==> src/rtl/billiard_video_pkg.sv <==
// Shared billiard video definitions: default colour format and layer order.
// The layer constants are positional priorities (0 = drawn on top).
package billiard_video_pkg;

  localparam int DEF_RGB_W  = 8;
  localparam int DEF_BG_RGB = 0;

  localparam int LAYER_HOLE0      = 0;
  localparam int LAYER_HOLE1      = 1;
  localparam int LAYER_HOLE2      = 2;
  localparam int LAYER_HOLE3      = 3;
  localparam int LAYER_HOLE4      = 4;
  localparam int LAYER_HOLE5      = 5;
  localparam int LAYER_WHITE_BALL = 6;
  localparam int LAYER_RED_BALL   = 7;
  localparam int LAYER_BORDER     = 8;
  localparam int LAYER_BOARD      = 9;

  localparam int NUM_GAME_LAYERS  = 10;

endpackage

==> src/rtl/layered_objects_mux_prio_encoder.sv <==
// Lowest-index priority encoder. Ports: req_i request vector;
// idx_o lowest set bit (0 if none), any_o any bit set, multi_o two or more set.
module prio_encoder #(
  parameter  int W  = 10,
  localparam int IW = (W > 1) ? $clog2(W) : 1
) (
  input  logic [W-1:0]  req_i,
  output logic [IW-1:0] idx_o,
  output logic          any_o,
  output logic          multi_o
);

  // Scan downward so the lowest set index is the last one written.
  always_comb begin
    idx_o = '0;
    for (int i = W - 1; i >= 0; i--) begin
      if (req_i[i]) begin
        idx_o = IW'(i);
      end
    end
  end

  assign any_o = |req_i;

  // Clearing the lowest set bit leaves something only if >= 2 bits were set.
  assign multi_o = |(req_i & (req_i - W'(1)));

endmodule

==> src/rtl/layered_objects_mux.sv <==
// N-layer drawing-priority mux, 2-stage pipeline, plus per-frame overlap map.
// Ports: clk/reset, pixel_valid/start_of_frame, draw_req/rgb_in/layer_en in;
// rgb_out/out_valid/out_hit/out_layer and frame_overlap/overlap_update out.
module layered_objects_mux
  import billiard_video_pkg::*;
#(
  parameter  int                 NUM_LAYERS = NUM_GAME_LAYERS,
  parameter  int                 RGB_W      = DEF_RGB_W,
  parameter  logic [RGB_W-1:0]   BG_RGB     = RGB_W'(DEF_BG_RGB),
  localparam int                 IDX_W      = $clog2(NUM_LAYERS)
) (
  input  logic                        clk,
  input  logic                        reset,
  input  logic                        pixel_valid,
  input  logic                        start_of_frame,
  input  logic [NUM_LAYERS-1:0]       draw_req,
  input  logic [NUM_LAYERS*RGB_W-1:0] rgb_in,
  input  logic [NUM_LAYERS-1:0]       layer_en,
  output logic [RGB_W-1:0]            rgb_out,
  output logic                        out_valid,
  output logic                        out_hit,
  output logic [IDX_W-1:0]            out_layer,
  output logic [NUM_LAYERS-1:0]       frame_overlap,
  output logic                        overlap_update
);

  // Stage 1
  logic [NUM_LAYERS-1:0]       mreq_q;
  logic [NUM_LAYERS*RGB_W-1:0] rgb_q;
  logic                        pv_q;
  logic                        sof_q;

  // Stage 2
  logic [RGB_W-1:0]      rgb_out_q, rgb_out_d;
  logic                  valid_q;
  logic                  hit_q;
  logic [IDX_W-1:0]      layer_q, layer_d;
  logic [NUM_LAYERS-1:0] acc_q, acc_d;
  logic [NUM_LAYERS-1:0] fov_q, fov_d;
  logic                  upd_q, upd_d;

  logic [IDX_W-1:0]      win_idx;
  logic                  win_any;
  logic                  win_multi;
  logic [RGB_W-1:0]      sel_rgb;
  logic [NUM_LAYERS-1:0] pix_ov;

  always_ff @(posedge clk) begin
    if (reset) begin
      mreq_q <= '0;
      rgb_q  <= '0;
      pv_q   <= 1'b0;
      sof_q  <= 1'b0;
    end else begin
      mreq_q <= draw_req & layer_en;
      rgb_q  <= rgb_in;
      pv_q   <= pixel_valid;
      sof_q  <= start_of_frame;
    end
  end

  prio_encoder #(
    .W (NUM_LAYERS)
  ) u_prio (
    .req_i   (mreq_q),
    .idx_o   (win_idx),
    .any_o   (win_any),
    .multi_o (win_multi)
  );

  always_comb begin
    sel_rgb = BG_RGB;
    for (int i = 0; i < NUM_LAYERS; i++) begin
      if (win_idx == IDX_W'(i)) begin
        sel_rgb = rgb_q[i*RGB_W +: RGB_W];
      end
    end
  end

  assign pix_ov = win_multi ? mreq_q : '0;

  always_comb begin
    rgb_out_d = win_any ? sel_rgb : BG_RGB;
    layer_d   = win_any ? win_idx : '0;
    acc_d     = acc_q;
    fov_d     = fov_q;
    upd_d     = 1'b0;
    // Invalid slots leave the overlap state alone, even if SOF is set.
    if (pv_q) begin
      if (sof_q) begin
        fov_d = acc_q;
        upd_d = 1'b1;
        acc_d = pix_ov;
      end else begin
        acc_d = acc_q | pix_ov;
      end
    end
  end

  always_ff @(posedge clk) begin
    if (reset) begin
      rgb_out_q <= BG_RGB;
      valid_q   <= 1'b0;
      hit_q     <= 1'b0;
      layer_q   <= '0;
      acc_q     <= '0;
      fov_q     <= '0;
      upd_q     <= 1'b0;
    end else begin
      rgb_out_q <= rgb_out_d;
      valid_q   <= pv_q;
      hit_q     <= win_any;
      layer_q   <= layer_d;
      acc_q     <= acc_d;
      fov_q     <= fov_d;
      upd_q     <= upd_d;
    end
  end

  assign rgb_out        = rgb_out_q;
  assign out_valid      = valid_q;
  assign out_hit        = hit_q;
  assign out_layer      = layer_q;
  assign frame_overlap  = fov_q;
  assign overlap_update = upd_q;

endmodule
==> config.mk <==
export PLATFORM = sky130hd
export DESIGN_NAME = layered_objects_mux
export DESIGN_NICKNAME = d
export VERILOG_FILES = /design/src/rtl/billiard_video_pkg.sv /design/src/rtl/layered_objects_mux_prio_encoder.sv /design/src/rtl/layered_objects_mux.sv
export SDC_FILE = /design/constraint.sdc
export NUM_CORES = 1
export LEC_CHECK = 0
export ABC_AREA = 1
export CORE_MARGIN = 4
export CORE_UTILIZATION = 51
export DETAILED_ROUTE_END_ITERATION = 8
export PLACE_DENSITY = 0.89
export SETUP_SLACK_MARGIN = 0.15
export SYNTH_ARGS = -nofsm -noshare
export SYNTH_HDL_FRONTEND = slang
export SYNTH_SLANG_ARGS = --single-unit
==> constraint.sdc <==
create_clock -name clk -period 4.66 [get_ports clk]
set_clock_uncertainty 0.2 [all_clocks]
set_input_delay 0.699 -clock clk [delete_from_list [all_inputs] [get_ports clk]]
set_output_delay 0.699 -clock clk [all_outputs]
set_load 0.03 [all_outputs]
Word-level counts from Yosys, hierarchy flattened
Cells that the tools add are included.
{ "word_totals": {"word_cells": 55, "output_inout_bits": 25, "ff_bits": 127} }
{ "classes": {"n_reduce_logical": 6, "n_addsub": 1, "n_eq_ne": 9, "mux": 23, "bitwise": 5} }
{ "op_table": {"columns": ["op", "n"], "rows": [
  ["$mux W8", 10],
  ["$mux W4", 10],
  ["$and A10 B10 Y10", 2],
  ["$mux W10", 2],
  ["$reduce_or A10 Y1", 2],
  ["$eq A4 B3 Y1 const B", 4],
  ["$or A10 B10 Y10", 1],
  ["$sub A10 B1 Y10 const B", 1],
  ["$eq A4 B2 Y1 const B", 2],
  ["$eq A4 B4 Y1 const B", 2],
  ["$eq A4 B1 Y1 const B", 1],
  ["$logic_not A4 Y1", 1],
  ["$reduce_or A2 Y1", 2],
  ["$not A1 Y1", 2],
  ["$reduce_and A2 Y1", 1],
  ["$mux W1", 1]
]} }

Longest topological paths before layout
Gate-level depths: netlist of run 1.
{ "logic_depth": {"depth_word": 21, "depth_mapped": 16, "ltp_nobuf": 16} }

By module
Synthesis of run 1 repeated with hierarchy kept, for this count alone.
{ "unflattened": {"cells_unflattened": 619, "hier_area_um2": 4614.4} }
{ "by_module_without_submodules": {"columns": ["module", "area_per_inst_um2", "cells_each", "instances"], "rows": [
  ["layered_objects_mux", 4418.0, 573, 1],
  ["prio_encoder", 196.4, 46, 1]
]} }

Worst setup path after synthesis of run 1
OpenSTA, ideal clock, no wires.
{ "synth_timing": {"path_kind": "flip-flop to flip-flop", "startpoint": "register mreq_q[0]", "endpoint": "register rgb_out_q[5] (netlist: rgb_out[5])", "path_stages_with_launch": 14, "path_slack_ns": 2.740, "synth_period_minus_slack_ns": 1.920, "required_ns": 4.343, "path_buffers": 1, "arrival_ns": 1.603, "path_cell_list": "dfxtp_1 inv_2 nand2_2 nor2_4 nand2_1 nor2_4 nor2_2 buf_2 nand4_1 nand4_1 nor2_1 nand4_1 nor2_1 nor2_1"} }
{ "synth_between": {"elab_chain_len": 12} }
{ "synth_rtl": {"columns": ["element", "line", "source"], "rows": [
  ["start: declaration", "layered_objects_mux.sv:28", "logic [NUM_LAYERS-1:0] mreq_q;"],
  ["start signal: assignment", "layered_objects_mux.sv:55", "mreq_q <= draw_req & layer_en;"],
  ["$mux W4", "layered_objects_mux_prio_encoder.sv:17", "if (req_i[i]) begin"],
  ["$logic_not A4 Y1", "layered_objects_mux.sv:74", "if (win_idx == IDX_W'(i)) begin"],
  ["$mux W8 (10 in series)", "layered_objects_mux.sv:74", null],
  ["end signal: assignment", "layered_objects_mux.sv:110", "rgb_out_q <= rgb_out_d;"],
  ["end: declaration", "layered_objects_mux.sv:34", "logic [RGB_W-1:0] rgb_out_q, rgb_out_d;"]
]} }
Parallel ways exist; a longest one is shown, timed or not.
A chain may end at the register's enable or synchronous reset.

Worst setup path in the final report of run 1
{ "layout_timing": {"startpoint": "register mreq_q[0]", "endpoint": "register rgb_out_q[4] (netlist: rgb_out[4])"} }
Same word-level chain as after synthesis.

==> results.json, run 1 <==
{
  "seqPwrFrac_pct": 41.8,
  "total_power_w": 0.002789,
  "grt_pass1_wl_um": 19400,
  "dp_hpwl_um": 8708,
  "rsz0062_at_grt": "false",
  "routedWlPerCell_um": 14.83,
  "r2r_start": "mreq_q[0]",
  "clkSinkCount": 127,
  "hold_viol": 0,
  "post_cts_buffers": 0,
  "r2r_slack_ns": 1.88,
  "drt-pass1-iter-count": 6,
  "syn_area_um2": 4588,
  "ir_drop_uv": 245.4,
  "root_buffer": "clkbuf_8",
  "fill_cells": 582,
  "period_needed_ns": 2.782,
  "crit_path_start": "mreq_q[0]",
  "swShare_pct": 24.69,
  "syn_nets": 698,
  "clk_latency_ns": 0.51,
  "num_vias": 4310,
  "ys_warn_count": 0,
  "drv_cap": 0,
  "rr_worst_depth": 12,
  "grt_pass1_vias": 4220,
  "powerDensity_nw_per_um2": 429.0,
  "start_kind": "flop",
  "place_ws_ns": 2.078,
  "setup_ws_ns": 1.878,
  "drt-total-wl_um": 12440,
  "start_util_pct": 52.61,
  "cts_buffers": 17,
  "outcome": "completed",
  "leakagePower_nw": 2.919,
  "cp_data_arrival_time_ns": 3.01,
  "synthFlopType": "dfxtp_1",
  "htree_levels": 4,
  "intPower_w": 0.002101,
  "endpoint": "rgb_out[4]",
  "setup_tns_ns": 0,
  "die_h_um": 102.9,
  "finalSetupViolCount": 0,
  "cp-end-kind": "flop",
  "avgSynthCellArea_um2": 7.724,
  "die_area_um2": 10580,
  "cp_data_required_time_ns": 4.89,
  "syn_to_final_growth_pct": 41.72,
  "slew_headroom_pct": 29.40,
  "synth.most_common_cell": "nor2_1",
  "slew_viol_final": 0,
  "clk_pin_slew_worst_paths_ns": 0.06,
  "seq_area_frac_synth_pct": 55.41,
  "antenna_found_initial": 0,
  "timing.rr.end": "rgb_out[4]",
  "synth_area_leaders": "dfxtp_1 (55%), nor2_1 (11%), inv_1 (7.8%), nand2_1 (7.0%), nand4_1 (6.5%)",
  "cts.path.max_buffers": 2,
  "portBuffers": 128,
  "rows": 34,
  "final_antenna_net_count": 0,
  "clkPwrFrac_pct": 46.9,
  "dieWidth_um": 102.9,
  "critPathMaxFanout": 32,
  "remaining_drc_errors": 0,
  "p_comb_share_pct": 11.3,
  "path_class": "flop to flop",
  "async_reset_ff_share_pct": 0,
  "drive_gt1_share_pct": 8.208,
  "synth_cell_type_count": 23,
  "cts_tree": "yes",
  "synth_top_area_cell": "dfxtp_1",
  "overflow": 0,
  "yosysTopAreaCellShare_pct": 55.41,
  "synth_common_cells": "nor2_1 (133), dfxtp_1 (127), inv_1 (95)",
  "grtUsageTotal_pct": 24.13,
  "routed_via_density": 5.137,
  "period_share_pct": 59.69,
  "ios": 129,
  "drt_iter0_drc": 396,
  "grt_max_degree": 110,
  "synth_edf_count": 0,
  "min_path_type": "primary input to flop",
  "layout.nets": 822,
  "synthCells": 594,
  "max_freq_mhz": 359.5,
  "hold_buffers": 0,
  "diodes": 0,
  "p_sw_w": 0.0006887,
  "cts.repair.resized": 0,
  "place_congestion": 0.9071,
  "synth_seq_cells": 127,
  "core_um2": 8721,
  "tightest_slew_ns": 1.058
}
## cells by family after synthesis
logic type | synth area share (%)
compound gates | 4.854
simple gates | 28.63
flops | 55.41
buf+inv | 11.10
## state kept, by name, indices dropped and copies added (netlist names)
register and count:
acc_q 10, frame_overlap 10, mreq_q 10, out_hit 1, out_layer 4, out_valid 1, overlap_update 1, pv_q 1
rgb_out 8, rgb_q 80, sof_q 1
## worst max-delay path, cell delays in order, from the launching register on
cell and delay [ns]:
dfxtp_1 0.41, inv_2 0.07, nand2_2 0.13, nor2_4 0.06, nand2_1 0.17, nor2_4 0.09, nor2_2 0.82, nand4_1 0.25
nand4_1 0.21, nor2_1 0.06, nand4_1 0.07, nor2_1 0.05, nor2_1 0.11
## per-layer routing
layer	vias up	part of all wire (%)	global-route usage, %
li1	2082	-	-
met3	39	8.2	7.984
met5	-	0	0
met2	222	53	44.29
met4	0	2.7	9.960
met1	1967	37	25.20
## power by group through the flow
stage | Combinational (W) | Clock (W) | Sequential, W
6_report | 0.000314 | 0.00131 | 0.00117
3_5_place_dp | 0.000306 | 0 | 0.00119
4_1_cts | 0.000312 | 0.00132 | 0.00117
2_1_floorplan | 0.000149 | 0 | 0.00120
3_3_place_gp | 0.000294 | 0 | 0.00119
5_1_grt | 0.000342 | 0.00137 | 0.00117
## metrics by stage
| step | cells | hold slack (ns) | utilization, % | instance area (um2) |
|---|---|---|---|---|
| global placement | 807 | 0.2496 | 67.72 | 5906 |
| finish | 839 | 0.2216 | 74.56 | 6502 |
| floorplan | 594 | 0.2410 | - | 4588 |
| detailed placement | 807 | 0.2567 | 67.72 | 5906 |
| global route | 839 | 0.2197 | 74.56 | 6502 |
| CTS | 839 | 0.2088 | 74.56 | 6502 |
## cells in the final DEF (no fill, tap or decap)
| master | instances |
|---|---|
| bufinv_16 | 3 |
| a21oi_4 | 2 |
| clkinvlp_4 | 1 |
| clkinv_1 | 1 |
| inv_1 | 95 |
| clkinv_2 | 3 |
| dfxtp_1 | 127 |
| nor3_2 | 3 |
| nand3_1 | 20 |
| nand4_1 | 48 |
| nand2_1 | 85 |
| a2111oi_0 | 1 |
| a21oi_1 | 21 |
| nor3_1 | 1 |
| nor2_2 | 2 |
| o2111ai_2 | 1 |
| buf_4 | 2 |
| nand2_2 | 4 |
| inv_6 | 4 |
| clkinv_4 | 4 |
| o21ai_0 | 11 |
| nor2_1 | 133 |
| inv_2 | 12 |
| clkbuf_16 | 16 |
| nor2_4 | 2 |
| clkbuf_8 | 1 |
| o22ai_1 | 1 |
| clkdlybuf4s50_1 | 127 |
## final cells by class
type / instances / area (um2) / area share (%)
timing repair buffer: 129 / 1286 / 19.78
clock buffer: 17 / 414.1 / 6.369
inverter: 108 / 405.4 / 6.234
clock inverter: 15 / 182.7 / 2.809
multi-input combinational: 335 / 1536 / 23.63
sequential: 127 / 2542 / 39.10
tap: 108 / 135.1 / 2.078
## worst min-delay path by stage
| stage | start | to | cells past startpoint |
|---|---|---|---|
| 6_report | reset | acc_q[9] | 2 |
| 5_1_grt | reset | acc_q[9] | 2 |
| 4_1_cts | reset | acc_q[9] | 2 |
| 2_1_floorplan | acc_q[9] | frame_overlap[9] | 2 |
| 3_5_place_dp | acc_q[9] | acc_q[9] | 2 |
| 3_3_place_gp | acc_q[4] | frame_overlap[4] | 2 |
Power figures use the tool's default switching activity.
==> run 2: changes to the inputs <==
- CORE_UTILIZATION: 51 -> 47
- PLACE_DENSITY: 0.89 -> 0.84
- clock period: 4.66 -> 2.6 ns (I/O delays scaled with it)
==> results.json, run 2 (synthesis results as in run 1) <==
{
  "outcome": "completed",
  "start_kind": "flop",
  "clk_latency_ns": 0.51,
  "use_met1_pct": 22.66,
  "rows": 35,
  "final_common_cell": "nor2_1",
  "finalSetupViolCount": 0,
  "drt-pass1-iter-count": 5,
  "die_area_um2": 11410,
  "cts_buffers": 17,
  "dieWidth_um": 106.8,
  "largest_reg_flops": 80,
  "hold_viol": 0,
  "antenna_found_initial": 0,
  "hold_buffers": 0,
  "crit_path_cell_trace": "nand2_1 -> nand2_1 -> nand2_1 -> nand2_1 -> nand2_1 -> nand2_1 -> nand2_2 -> nand2_1 -> nand2_1 -> nand4_1 -> nand4_1 -> nor2_1 -> nand4_1 -> nor2_1 -> nor2_1",
  "clk_pin_slew_worst_paths_ns": 0.06,
  "setup_tns_ns": 0,
  "grt_pass1_wl_um": 18260,
  "cts.path.max_buffers": 2,
  "period_needed_ns": 2.239,
  "clkSinkCount": 127,
  "slew_headroom_pct": 60.98,
  "remaining_drc_errors": 0,
  "rsz0062_at_grt": "false",
  "portBuffers": 128,
  "layout.nets": 831,
  "final_cells": 869,
  "place_area_um2": 5977,
  "start_util_pct": 48.96,
  "whs_ns": 0.06815,
  "critPathSlowestCell": "dfxtp_1",
  "grt_max_degree": 46,
  "final_antenna_net_count": 0,
  "htree_levels": 4,
  "tightest_slew_ns": 0.5847,
  "leakagePower_nw": 2.954,
  "top_register": "rgb_q",
  "critPathMaxFanout": 10,
  "root_buffer": "clkbuf_8",
  "drive_gt1_share_pct": 9.595,
  "gr-usage-met3_pct": 6.562,
  "cp_common_cell": "nand2_1",
  "grtUsageTotal_pct": 20.20,
  "cts_tree": "yes",
  "diodes": 0,
  "place_congestion": 0.8413,
  "syn_to_final_growth_pct": 44.04,
  "path_class": "flop to flop",
  "drt-total-wl_um": 11670,
  "slew_viol_final": 0,
  "grtUsageMet2_pct": 35.12,
  "mostFrequentLayoutCells": "nor2_1 (132), dfxtp_1 (127), clkdlybuf4s50_1 (127), inv_1 (95), nand2_1 (84)",
  "overflow": 0,
  "grt_pass1_vias": 4112,
  "cp_data_required_time_ns": 2.80,
  "drv_cap": 0,
  "fin_area_um2": 6609,
  "period_share_pct": 86.12,
  "place_inst": 834,
  "cp-end-kind": "flop",
  "max_freq_mhz": 446.6,
  "num_vias": 4223,
  "min_path_type": "primary input to flop",
  "ios": 129,
  "powerDensity_nw_per_um2": 743.4,
  "die_h_um": 106.8,
  "core_um2": 9371,
  "top_usage_layer": "met2",
  "drt_iter0_drc": 246,
  "routedWlPerCell_um": 13.43,
  "total_power_w": 0.004913,
  "routed_via_density": 4.860,
  "cp_data_arrival_time_ns": 2.44,
  "ir_drop_uv": 478.3,
  "dp_hpwl_um": 8332,
  "slowest_delay_ns": 0.37
}
-- run 2: changes by cell type in the layout (fill, tap and decap cells not counted), moves of 2 or more --
cell and delta:
buf_4 +8, clkinvlp_4 +3, inv_6 -3, nor3_2 -3, nor3_4 +3, nor2_4 +2
-- run 2: final timing paths --
kind | startpoint | endpoint | slack (ns) | cells past startpoint
setup / recovery | mreq_q[9] | rgb_out[5] | 0.36 | 15
setup reg to reg | mreq_q[9] | rgb_out[5] | 0.36 | 15
hold / removal | reset | mreq_q[7] | 0.07 | 2
hold reg to reg | acc_q[5] | frame_overlap[5] | 0.26 | 2
-- run 2: where the power goes --
part           switching (W)  total [W]  internal [W]  leakage (nW)
Combinational       0.000324   0.000592      0.000268          1.63
Clock               0.000849    0.00224       0.00139         0.270
Sequential         0.0000413    0.00208       0.00204          1.05
Total                0.00121    0.00491       0.00370          2.95
-- run 2: critical path: cells and delay by family, from the launching register on --
| family | cells | cell delay [ns] |
|---|---|---|
| AND/OR/NAND/NOR | 15 | 1.55 |
| flip-flops | 1 | 0.37 |
-- run 2: layer usage --
| layer | up-vias | routed length, um |
|---|---|---|
| li1 | 2103 | - |
| met1 | 1918 | 4552 |
| met2 | 175 | 5918 |
| met3 | 27 | 936 |
| met4 | 0 | 263 |
| met5 | - | 0 |
-- run 2: area by class of cell --
cell class	count	area, um2
clock inverters	13	140.1
multi-input cells	336	1582
clock buffers	19	431.7
inverters	108	405.4
fillers	697	2763
flip-flops and latches	127	2542
well taps	129	161.4
repair buffers	137	1346
-- run 2: metrics by stage --
step                util (%)  setup slack, ns
finish                 70.52           0.3608
global route           70.52           0.1589
CTS                    69.93           0.2030
detailed placement     63.78          0.02249
global placement       63.78           0.1502
floorplan                  -           0.6798
-- run 2: what timing repair did --
| action | 4_1_cts | 5_1_grt |
|---|---|---|
| hold endpoints to repair | 0 | 0 |
| setup endpoints to repair | 8 | 8 |
| gates cloned | 0 | 1 |
| setup buffers | 0 | 2 |
| resized for setup | 1 | 7 |
| pin swaps | 0 | 2 |
